--- src/rtl/reg_pipe.sv ---
`default_nettype none
// ============================================================================
// Module      : reg_pipe
// Description : DEPTH-stage valid/ready register pipeline with bubble
//               collapse, registered occupancy count and synchronous flush.
//               Each stage holds one valid bit and one data word. A word
//               moves forward whenever the next stage is empty or is itself
//               moving, so gaps close up regardless of downstream ready.
// Ports       : i_clk    - clock, all state updates on the rising edge
//               i_rst    - asynchronous active-high reset
//               i_flush  - synchronous clear of every stage and the count
//               i_valid  - upstream word valid
//               o_ready  - pipeline accepts i_data this cycle
//               i_data   - upstream word
//               o_valid  - o_data holds a valid word
//               i_ready  - downstream accepts o_data this cycle
//               o_data   - last-stage word
//               o_count  - number of occupied stages
// Revision    : 1.0 - initial release
// ============================================================================
module reg_pipe #(
  parameter int                    DATA_WIDTH = 32,
  parameter int                    DEPTH      = 3,
  parameter logic [DATA_WIDTH-1:0] RST_VAL    = '0
) (
  input  logic                         i_clk,
  input  logic                         i_rst,
  input  logic                         i_flush,
  input  logic                         i_valid,
  output logic                         o_ready,
  input  logic [DATA_WIDTH-1:0]        i_data,
  output logic                         o_valid,
  input  logic                         i_ready,
  output logic [DATA_WIDTH-1:0]        o_data,
  output logic [$clog2(DEPTH+1)-1:0]   o_count
);

  localparam int c_CNT_W = $clog2(DEPTH + 1);

  logic                  r_v [DEPTH];
  logic [DATA_WIDTH-1:0] r_d [DEPTH];
  logic [c_CNT_W-1:0]    r_count;

  // w_rdy[k]: stage k can take a word at the next edge. Index DEPTH is the
  // downstream consumer, so the chain ripples back from i_ready.
  logic [DEPTH:0]        w_rdy;
  logic                  w_in_xfer;
  logic                  w_out_xfer;

  always_comb begin
    w_rdy        = '0;
    w_rdy[DEPTH] = i_ready;
    for (int k = DEPTH - 1; k >= 0; k--) begin
      w_rdy[k] = !r_v[k] || w_rdy[k+1];
    end
  end

  // Reset is folded into o_ready so nothing is accepted while it is held,
  // even though the stage state is already cleared asynchronously.
  assign o_ready    = w_rdy[0] && !i_flush && !i_rst;
  assign w_in_xfer  = i_valid && o_ready;
  assign w_out_xfer = r_v[DEPTH-1] && i_ready;

  always_ff @(posedge i_clk or posedge i_rst) begin
    if (i_rst) begin
      for (int k = 0; k < DEPTH; k++) begin
        r_v[k] <= 1'b0;
        r_d[k] <= RST_VAL;
      end
      r_count <= '0;
    end else if (i_flush) begin
      // Any output transfer in this cycle has already been seen downstream;
      // everything still inside is discarded.
      for (int k = 0; k < DEPTH; k++) begin
        r_v[k] <= 1'b0;
        r_d[k] <= RST_VAL;
      end
      r_count <= '0;
    end else begin
      // Stage 0 loads from the input port.
      if (w_in_xfer) begin
        r_v[0] <= 1'b1;
        r_d[0] <= i_data;
      end else if (w_rdy[1]) begin
        // Either already empty or its word moved on without a refill.
        r_v[0] <= 1'b0;
      end

      // Later stages load from their predecessor. Data is only written on a
      // load; a vacated stage keeps its last word with the valid bit low.
      for (int k = 1; k < DEPTH; k++) begin
        if (r_v[k-1] && w_rdy[k]) begin
          r_v[k] <= 1'b1;
          r_d[k] <= r_d[k-1];
        end else if (w_rdy[k+1]) begin
          r_v[k] <= 1'b0;
        end
      end

      case ({w_in_xfer, w_out_xfer})
        2'b10:   r_count <= r_count + c_CNT_W'(1);
        2'b01:   r_count <= r_count - c_CNT_W'(1);
        default: r_count <= r_count;
      endcase
    end
  end

  assign o_valid = r_v[DEPTH-1];
  assign o_data  = r_d[DEPTH-1];
  assign o_count = r_count;

endmodule
`default_nettype wire

--- config.mk ---
export PLATFORM = sky130hd
export DESIGN_NAME = reg_pipe
export DESIGN_NICKNAME = d
export VERILOG_FILES = /design/src/rtl/reg_pipe.sv
export SDC_FILE = /design/constraint.sdc
export NUM_CORES = 1
export LEC_CHECK = 0
export CAP_MARGIN = 10
export CORE_ASPECT_RATIO = 1.2
export CORE_MARGIN = 1
export CORE_UTILIZATION = 54
export CTS_BUF_LIST = sky130_fd_sc_hd__clkbuf_8
export DETAILED_ROUTE_END_ITERATION = 16
export GPL_TIMING_DRIVEN = 0
export PLACE_DENSITY = 0.83
export SLEW_MARGIN = 25
export SYNTH_ARGS = -nofsm -noshare
export SYNTH_HDL_FRONTEND = slang
export SYNTH_SLANG_ARGS = --single-unit
--- constraint.sdc ---
create_clock -name i_clk -period 4.15 [get_ports i_clk]
set_clock_uncertainty 0.15 [all_clocks]
set_input_delay 0.415 -clock i_clk [delete_from_list [all_inputs] [get_ports i_clk]]
set_output_delay 0.415 -clock i_clk [all_outputs]
set_load 0.1 [all_outputs]
After elaboration in Yosys (flattened, before gate mapping)
Cells that the tools add are included.
{"block": "word_totals", "regBits": 101, "in_bits": 37, "output_inout_bits": 36}
{"block": "op_classes", "n_addsub": 2, "eq_ne": 2, "muxes": 13, "reduce_logical": 21}
{"op": "$mux 32", "count": 3}
{"op": "$mux 96", "count": 1}
{"op": "$reduce_bool 3->1", "count": 4}
{"op": "$logic_and 1x1->1", "count": 6}
{"op": "$mux 1", "count": 6}
{"op": "$reduce_bool 2->1", "count": 3}
{"op": "$logic_not 1->1", "count": 5}
{"op": "$pmux 2 s2", "count": 1}
{"op": "$logic_or 1x1->1", "count": 3}
{"op": "$mux 3", "count": 1}
{"op": "$add 2x1->2 const B", "count": 1}
{"op": "$eq 2x1->1 const B", "count": 1}
{"op": "$eq 2x2->1 const B", "count": 1}
{"op": "$mux 2", "count": 1}
{"op": "$sub 2x1->2 const B", "count": 1}

Depth between registers and ports, before layout
Gate-level depths: netlist of run 1.
{"block": "depth", "depth_word": 10, "depth_mapped": 6}

Worst setup path before layout of run 1
No wires, ideal clock.
{"block": "synth_timing", "kind": "reg2out", "from": "register r_v, in the netlist o_valid", "to": "output port o_ready", "arrival_time_ps": 3347, "required_ps": 3585, "slack_ps": 238, "path_stages_with_launch": 3, "path_buffers": 0, "cell_sequence": "dfrtp_1 -> nand4b_2 -> nor3b_1"}
{"block": "synth_between", "elab_chain_cells": 6}
{"item": "start: declaration", "line": "40", "rtl": "logic r_v [DEPTH];"}
{"item": "$logic_not 1->1", "line": "54", "rtl": "w_rdy[k] = !r_v[k] || w_rdy[k+1];"}
{"item": "$logic_or 1x1->1 (3 in series)", "line": "54"}
{"item": "$logic_and 1x1->1 (2 in series)", "line": "60", "rtl": "assign o_ready = w_rdy[0] && !i_flush && !i_rst;"}
{"item": "end: declaration", "line": "30", "rtl": "output logic o_ready,"}
No other way between the ends.

Worst setup path after layout of run 1
{"block": "layout_timing", "from": "input port i_ready", "to": "output port o_ready"}
{"block": "layout_between", "elab_chain_cells": 5}
{"item": "start: declaration", "line": "33", "rtl": "input logic i_ready,"}
{"item": "$logic_or 1x1->1 (3 in series)", "line": "54"}
{"item": "$logic_and 1x1->1 (2 in series)", "line": "60"}
No other way between the ends.

==> flow_summary_export.csv, run 1 <==
group,metric,value,unit
outcome,outcome,"finished, final reports clean",
global_route,overflow,0,
routing,num_vias,2911,
global_route,use_met3,3.15,%
finish,fin_area,5270,um^2
worst_setup_path,arrival,2550,ps
synth,syn-num-nets,385,
power,swShare,24.1,%
die,rows,34,
global_route,antenna_found_initial,0,
clock_tree,cts_resized,0,
clock_tree,clk_latency,360,ps
clock_tree,cts_root_buf,"clkbuf_8",
sta,finalSetupTns,0,ps
worst_setup_path,critical_path.startpoint_type,"input pin",
die,dieArea,8110,um^2
finish,drive_above_1_share,17.4,%
power,internal_power,1.42,mW
sta,rsz0062_at_grt,"false",
synth,ys.warnings.count,0,
synth,synth.most_common_cell,"dfrtp_1",
global_route,track_usage,23.3,%
clock_tree,cts_sinks,101,
die,die_h,98.4,um
sta,fmax,321,MHz
synth,synthesis.area,4190,um^2
synth,synth-edff-count,0,
global_route,grt_use_met1,32.6,%
synth,synth_compound_area_share,14.5,%
sta,max_slew_margin,34.9,%
clock_tree,cts_tree,"built",
synth,synthTopCellsByCount,"dfrtp_1 (101), a22o_1 (64), nand2_1 (35)",
sta,setup_violations,0,
sta,finalCritPeriodShare,75.1,%
routing,drt_iter0_markers,285,
place,io_buffer_count,71,
worst_setup_path,cp_max_fo,9,
die,core,7360,um^2
sta,fin_crit,3120,ps
synth,synth_top_flop_cell,"dfrtp_1",
synth,synth_area_leaders,"dfrtp_1 (60%), a22o_1 (13%), nand3b_1 (5.9%), buf_4 (5.7%), nand3_1 (3.8%)",
place,dp_cells,510,
power,p_total,1.87,mW
power,p_sw,0.450,mW
global_route,grt_pass1_vias,2846,
routing,first_pass_iters,4,
synth,netlist_instances,348,
clock_tree,clk_path_buf_depth,2,
power,p_comb_share,8.1,%
power,power_density,354,nW/um^2
global_route,grt-busiest-layer,"met2",
synth,muxShareOfSynthArea,0.359,%
clock_tree,cts_buffers,9,
worst_setup_path,cp-end-kind,"primary output",
routing,detail_route.wl_per_cell,16.1,um
clock_tree,clk_pin_slew,100,ps
die,start_util,56.9,%
place,gp_congestion,0.769,
place,post-dp-hpwl,5830,um
routing,drtAntennaViolNets,0,
run,maxCapViolations,0,
synth,ys_seq_area_share,60.4,%
hold_path,hold_class,"input pin to flip-flop",
routing,drc,0,
synth,synthXorXnorAreaFrac,0.419,%
worst_setup_path,crit_type,"input pin to primary output",
power,p_leak,2.62,nW
finish,fin_nets,468,
die,fp.dieW,82.4,um
routing,via_per_inst,5.53,
clock_tree,post_cts_buffers,0,
power,p_clk_share,37.4,%
global_route,grt_max_degree,67,
sta,final_max_slew_viol_count,0,
clock_tree,htree_levels,3,
synth,synth_area_per_cell,12.0,um^2
die,io_pins,73,
synth,synth-async-reset-ratio,100,%
sta,hold_viol,0,
global_route,grt_util_met2,36.7,%
synth,synth.distinct_cells,26,
finish,instances_no_fill,526,
synth,synth_top_cell_area_share,60.4,%
synth,synth_simple_gate_area_share,15.3,%
synth,synth_top_area_cell,"dfrtp_1",
clock_tree,postCtsHoldBufs,0,
power,power_frac_seq,54.5,%
global_route,grt_pass1_wl,14000,um
synth,synthAdderAreaFrac,0,%
synth,synth-seq-cells,101,
power,vdd_ir_drop_max,0.251,mV
place,placed_area,5040,um^2
routing,finalWirelength,8460,um
finish,area_growth,26.0,%
sta,worst_pin_slew,974,ps
worst_setup_path,crit_required,3590,ps
synth,synth_top_family_by_area,"simple AND/OR/NAND/NOR gates",
finish,antenna_cells_inserted,0,
## final cells by class
class | instances | area [um^2]
Sequential cell | 101 | 2530
Inverter | 3 | 16.3
Multi-Input combinational cell | 186 | 1280
Fill cell | 504 | 2090
Clock inverter | 7 | 108
Buffer | 58 | 365
Timing Repair Buffer | 72 | 738
Clock buffer | 9 | 124
Tap cell | 90 | 113
## path summary, 6_finish.rpt
kind	cells after the start	slack (ps)	endpoint	startpoint
max	4	1030	o_ready	i_ready
min	4	270	r_d[94]	i_flush
max reg2reg	4	2390	o_data[3]	o_valid
min reg2reg	1	350	r_d[34]	r_d[66]
max in group asynchronous	3	2870	r_d[80]	i_rst
min in group asynchronous	2	360	o_valid	i_rst
## per-layer routing
layer  part of all wire (%)  wire (um)
met1                     44       3740
met2                     50       4200
met3                    4.1        347
met4                    2.0        173
met5                      0          0
## through the flow
stage / worst slack, ps / hold slack (ps) / utilization (%)
6_report: 1030 / 267 / 71.6
5_1_grt: 893 / 288 / 71.6
4_1_cts: 1030 / 264 / 71.6
3_5_place_dp: 1060 / 332 / 68.5
3_3_place_gp: -442 / 324 / 68.1
2_1_floorplan: 238 / 316 / -
## cell families after synthesis
logic type,Yosys count
muxes,1
buffers and inverters,61
AOI/OAI and AO/OA,69
xor gates and xnor gates,2
DFF,101
and+or+nand+nor,114
## registers in the layout, indices dropped and copies added, names as in the netlist
| register | cells |
|---|---|
| r_d | 64 |
| o_count | 2 |
| o_valid | 1 |
| o_data | 32 |
| r_v | 2 |
## cell usage in the layout, fill, tap and decap left out
cell type	netlist	final
nor3b_4	1	1
nor2b_1	1	1
clkinvlp_4	0	1
nand4_1	1	1
buf_2	16	16
mux2_4	1	1
nor3b_2	1	1
clkbuf_1	9	9
buf_4	32	32
clkdlybuf4s50_1	0	71
buf_16	0	1
nand3_1	32	32
inv_1	2	1
a21oi_2	2	2
bufinv_16	0	2
nand2_1	35	35
nand4b_2	1	1
clkbuf_8	0	9
inv_8	0	2
inv_6	0	1
xnor2_1	1	1
dfrtp_1	101	101
a21boi_4	1	1
buf_6	1	1
nand3b_1	33	33
xor2_1	1	1
a21oi_1	2	2
clkinv_4	0	2
a22o_1	64	64
nor2_1	6	6
nand2_2	1	1
inv_2	1	1
and2b_1	1	1
nor3b_1	1	1
## critical path, cell delays in order
cell	delay (ps)
clkdlybuf4s50_1	500
nand4b_2	260
nor3b_1	210
clkdlybuf4s50_1	1160
## power groups by stage
stage | clock network [mW] | registers (mW) | logic, mW
2_1_floorplan | 0 | 1.04 | 0.0779
3_3_place_gp | 0 | 1.04 | 0.145
3_5_place_dp | 0 | 1.04 | 0.152
4_1_cts | 0.706 | 1.02 | 0.153
5_1_grt | 0.741 | 1.02 | 0.165
6_report | 0.698 | 1.02 | 0.151
Power figures use the tool's default switching activity.
==> run 2: changes to the inputs <==
Settings changed: CORE_UTILIZATION 54 to 49, PLACE_DENSITY 0.83 to 0.8.
Clock period 4.15 ns to 2.8 ns, I/O delays scaled along.
==> run 2 against run 1 <==
Effect of this change: non-clock buffer count is 2 higher; first-iteration DRC count is 40% lower; sequential power is 48% higher; largest cell class unchanged; highest routed layer unchanged.
==> flow_summary_export.csv, run 2 (synthesis gave the netlist of run 1 again) <==
group,metric,value,unit
outcome,outcome,"finished, final reports clean",
sta,max_slew_margin,34.5,%
routing,first_pass_iters,4,
finish,multi_input_area,1290,um^2
power,p_clk_share,34.7,%
worst_setup_path,arrival,2120,ps
finish,seqCellArea,2530,um^2
routing,finalWirelength,8610,um
worst_setup_path,crit_path_max_incr_delay,870,ps
routing,drt_iter0_markers,171,
finish,antenna_cells_inserted,0,
worst_setup_path,cp_cell_sequence,"clkdlybuf4s50_1 -> nand4b_2 -> nor3b_2 -> dlygate4sd2_1",
clock_tree,post_cts_buffers,0,
place,placed_area,5110,um^2
sta,setup_violations,0,
sta,fin_ws,248,ps
finish,top_register,"r_d",
place,pre_cts_ws,-37.0,ps
clock_tree,cts_buffers,9,
die,dieArea,8920,um^2
power,vdd_ir_drop_max,0.294,mV
worst_setup_path,cp-end-kind,"primary output",
clock_tree,clk_latency,370,ps
sta,fmax,392,MHz
finish,final_common_cell,"dfrtp_1",
clock_tree,cts_root_buf,"clkbuf_8",
clock_tree,htree_levels,3,
clock_tree,postCtsHoldBufs,0,
routing,via_per_inst,5.21,
worst_setup_path,critical_path.startpoint_type,"input pin",
worst_setup_path,cp_max_fo,9,
power,p_leak,2.62,nW
sta,finalSetupTns,0,ps
clock_tree,cts_tree,"built",
place,post-dp-hpwl,6180,um
sta,finalCritPeriodShare,91.2,%
die,die_h,103,um
clock_tree,clk_path_buf_depth,2,
finish,drive_above_1_share,17.8,%
hold_path,hold_class,"input pin to flip-flop",
power,swShare,24.8,%
routing,num_vias,2872,
place,gp_congestion,0.764,
finish,fillers,676,
global_route,grt_max_degree,30,
die,rows,36,
power,power_density,503,nW/um^2
clock_tree,cts_sinks,101,
routing,detail_route.wl_per_cell,15.6,um
finish,mostFrequentLayoutCells,"dfrtp_1 (101), clkdlybuf4s50_1 (70), a22o_1 (64), nand2_1 (35), nand3b_1 (33)",
finish,fin_nets,470,
global_route,overflow,0,
worst_setup_path,cp_slowest_cell,"dlygate4sd2_1",
global_route,grt_pass1_wl,14200,um
routing,drc,0,
die,start_util,51.1,%
finish,fin_area,5300,um^2
global_route,antenna_found_initial,0,
clock_tree,clk_pin_slew,90,ps
worst_setup_path,crit_type,"input pin to primary output",
finish,area_growth,26.7,%
power,p_total,2.66,mW
clock_tree,cts_resized,1,
place,io_buffer_count,71,
sta,fin_crit,2550,ps
finish,largest_reg_flops,64,
die,io_pins,73,
sta,worst_pin_slew,980,ps
sta,final_max_slew_viol_count,0,
die,fp.dieW,86.4,um
power,power_frac_seq,56.7,%
sta,rsz0062_at_grt,"false",
power,p_sw,0.662,mW
run,maxCapViolations,0,
global_route,grt_pass1_vias,2875,
die,core,8200,um^2
routing,drtAntennaViolNets,0,
power,p_comb_share,8.6,%
global_route,track_usage,21.2,%
worst_setup_path,crit_required,2370,ps
power,internal_power,2.00,mW
sta,hold_viol,0,
## run 2: cell count changes in the layout (fill, tap and decap cells not counted), sizes merged
cell           previous run  this run
inv                       5         4
clkinvlp                  1         3
clkdlybuf4s50            71        70
buf                      50        52
dlygate4sd2               0         1
bufinv                    2         1
clkinv                    2         1
## run 2: worst paths after layout
path,to,cells after the start,from,slack [ps]
worst min-delay path,r_d[94],4,i_flush,120
max in group asynchronous,r_d[82],4,i_rst,1570
worst max-delay path,o_ready,4,i_ready,250
worst min register to register,o_data[28],1,r_d[60],340
worst max register to register,o_data[9],4,o_valid,1080
min in group asynchronous,r_d[40],2,i_rst,230
## run 2: area by class of cell
type | instances | share of cell area (%)
buffer | 58 | 6.89
clock buffer | 9 | 2.34
clock inverter | 6 | 1.35
inverter | 3 | 0.283
multi-input combinational | 186 | 24.3
sequential | 101 | 47.7
tap | 114 | 2.69
timing repair buffer | 74 | 14.5
## run 2: power groups by stage
| stage | Combinational [mW] | Sequential (mW) | Clock (mW) |
|---|---|---|---|
| after floorplan | 0.116 | 1.55 | 0 |
| after global placement | 0.216 | 1.54 | 0 |
| after detailed placement | 0.231 | 1.54 | 0 |
| after CTS | 0.233 | 1.51 | 0.938 |
| after global routing | 0.251 | 1.51 | 0.998 |
| final | 0.229 | 1.51 | 0.926 |
## run 2: stage by stage
step / cells / hold WS (ps) / utilization, %
finish: 551 / 120 / 64.7
floorplan: 348 / 258 / -
global route: 551 / 152 / 64.7
detailed placement: 536 / 327 / 62.3
global placement: 533 / 324 / 61.6
CTS: 551 / 104 / 64.7
## run 2: per-layer routing
metal	part of all wire, %	routed length [um]	GRT usage [%]	vias up
met2	49	4250	33.6	63
met5	0	0	0	-
met3	3.8	326	3.41	10
li1	-	-	-	1372
met4	1.6	140	11.0	0
met1	45	3890	28.7	1427
## run 2: worst max-delay path, delay by kind of cell
kind	cells	cell delay [ps]
buffers and inverters	2	1390
and+or+nand+nor	2	440
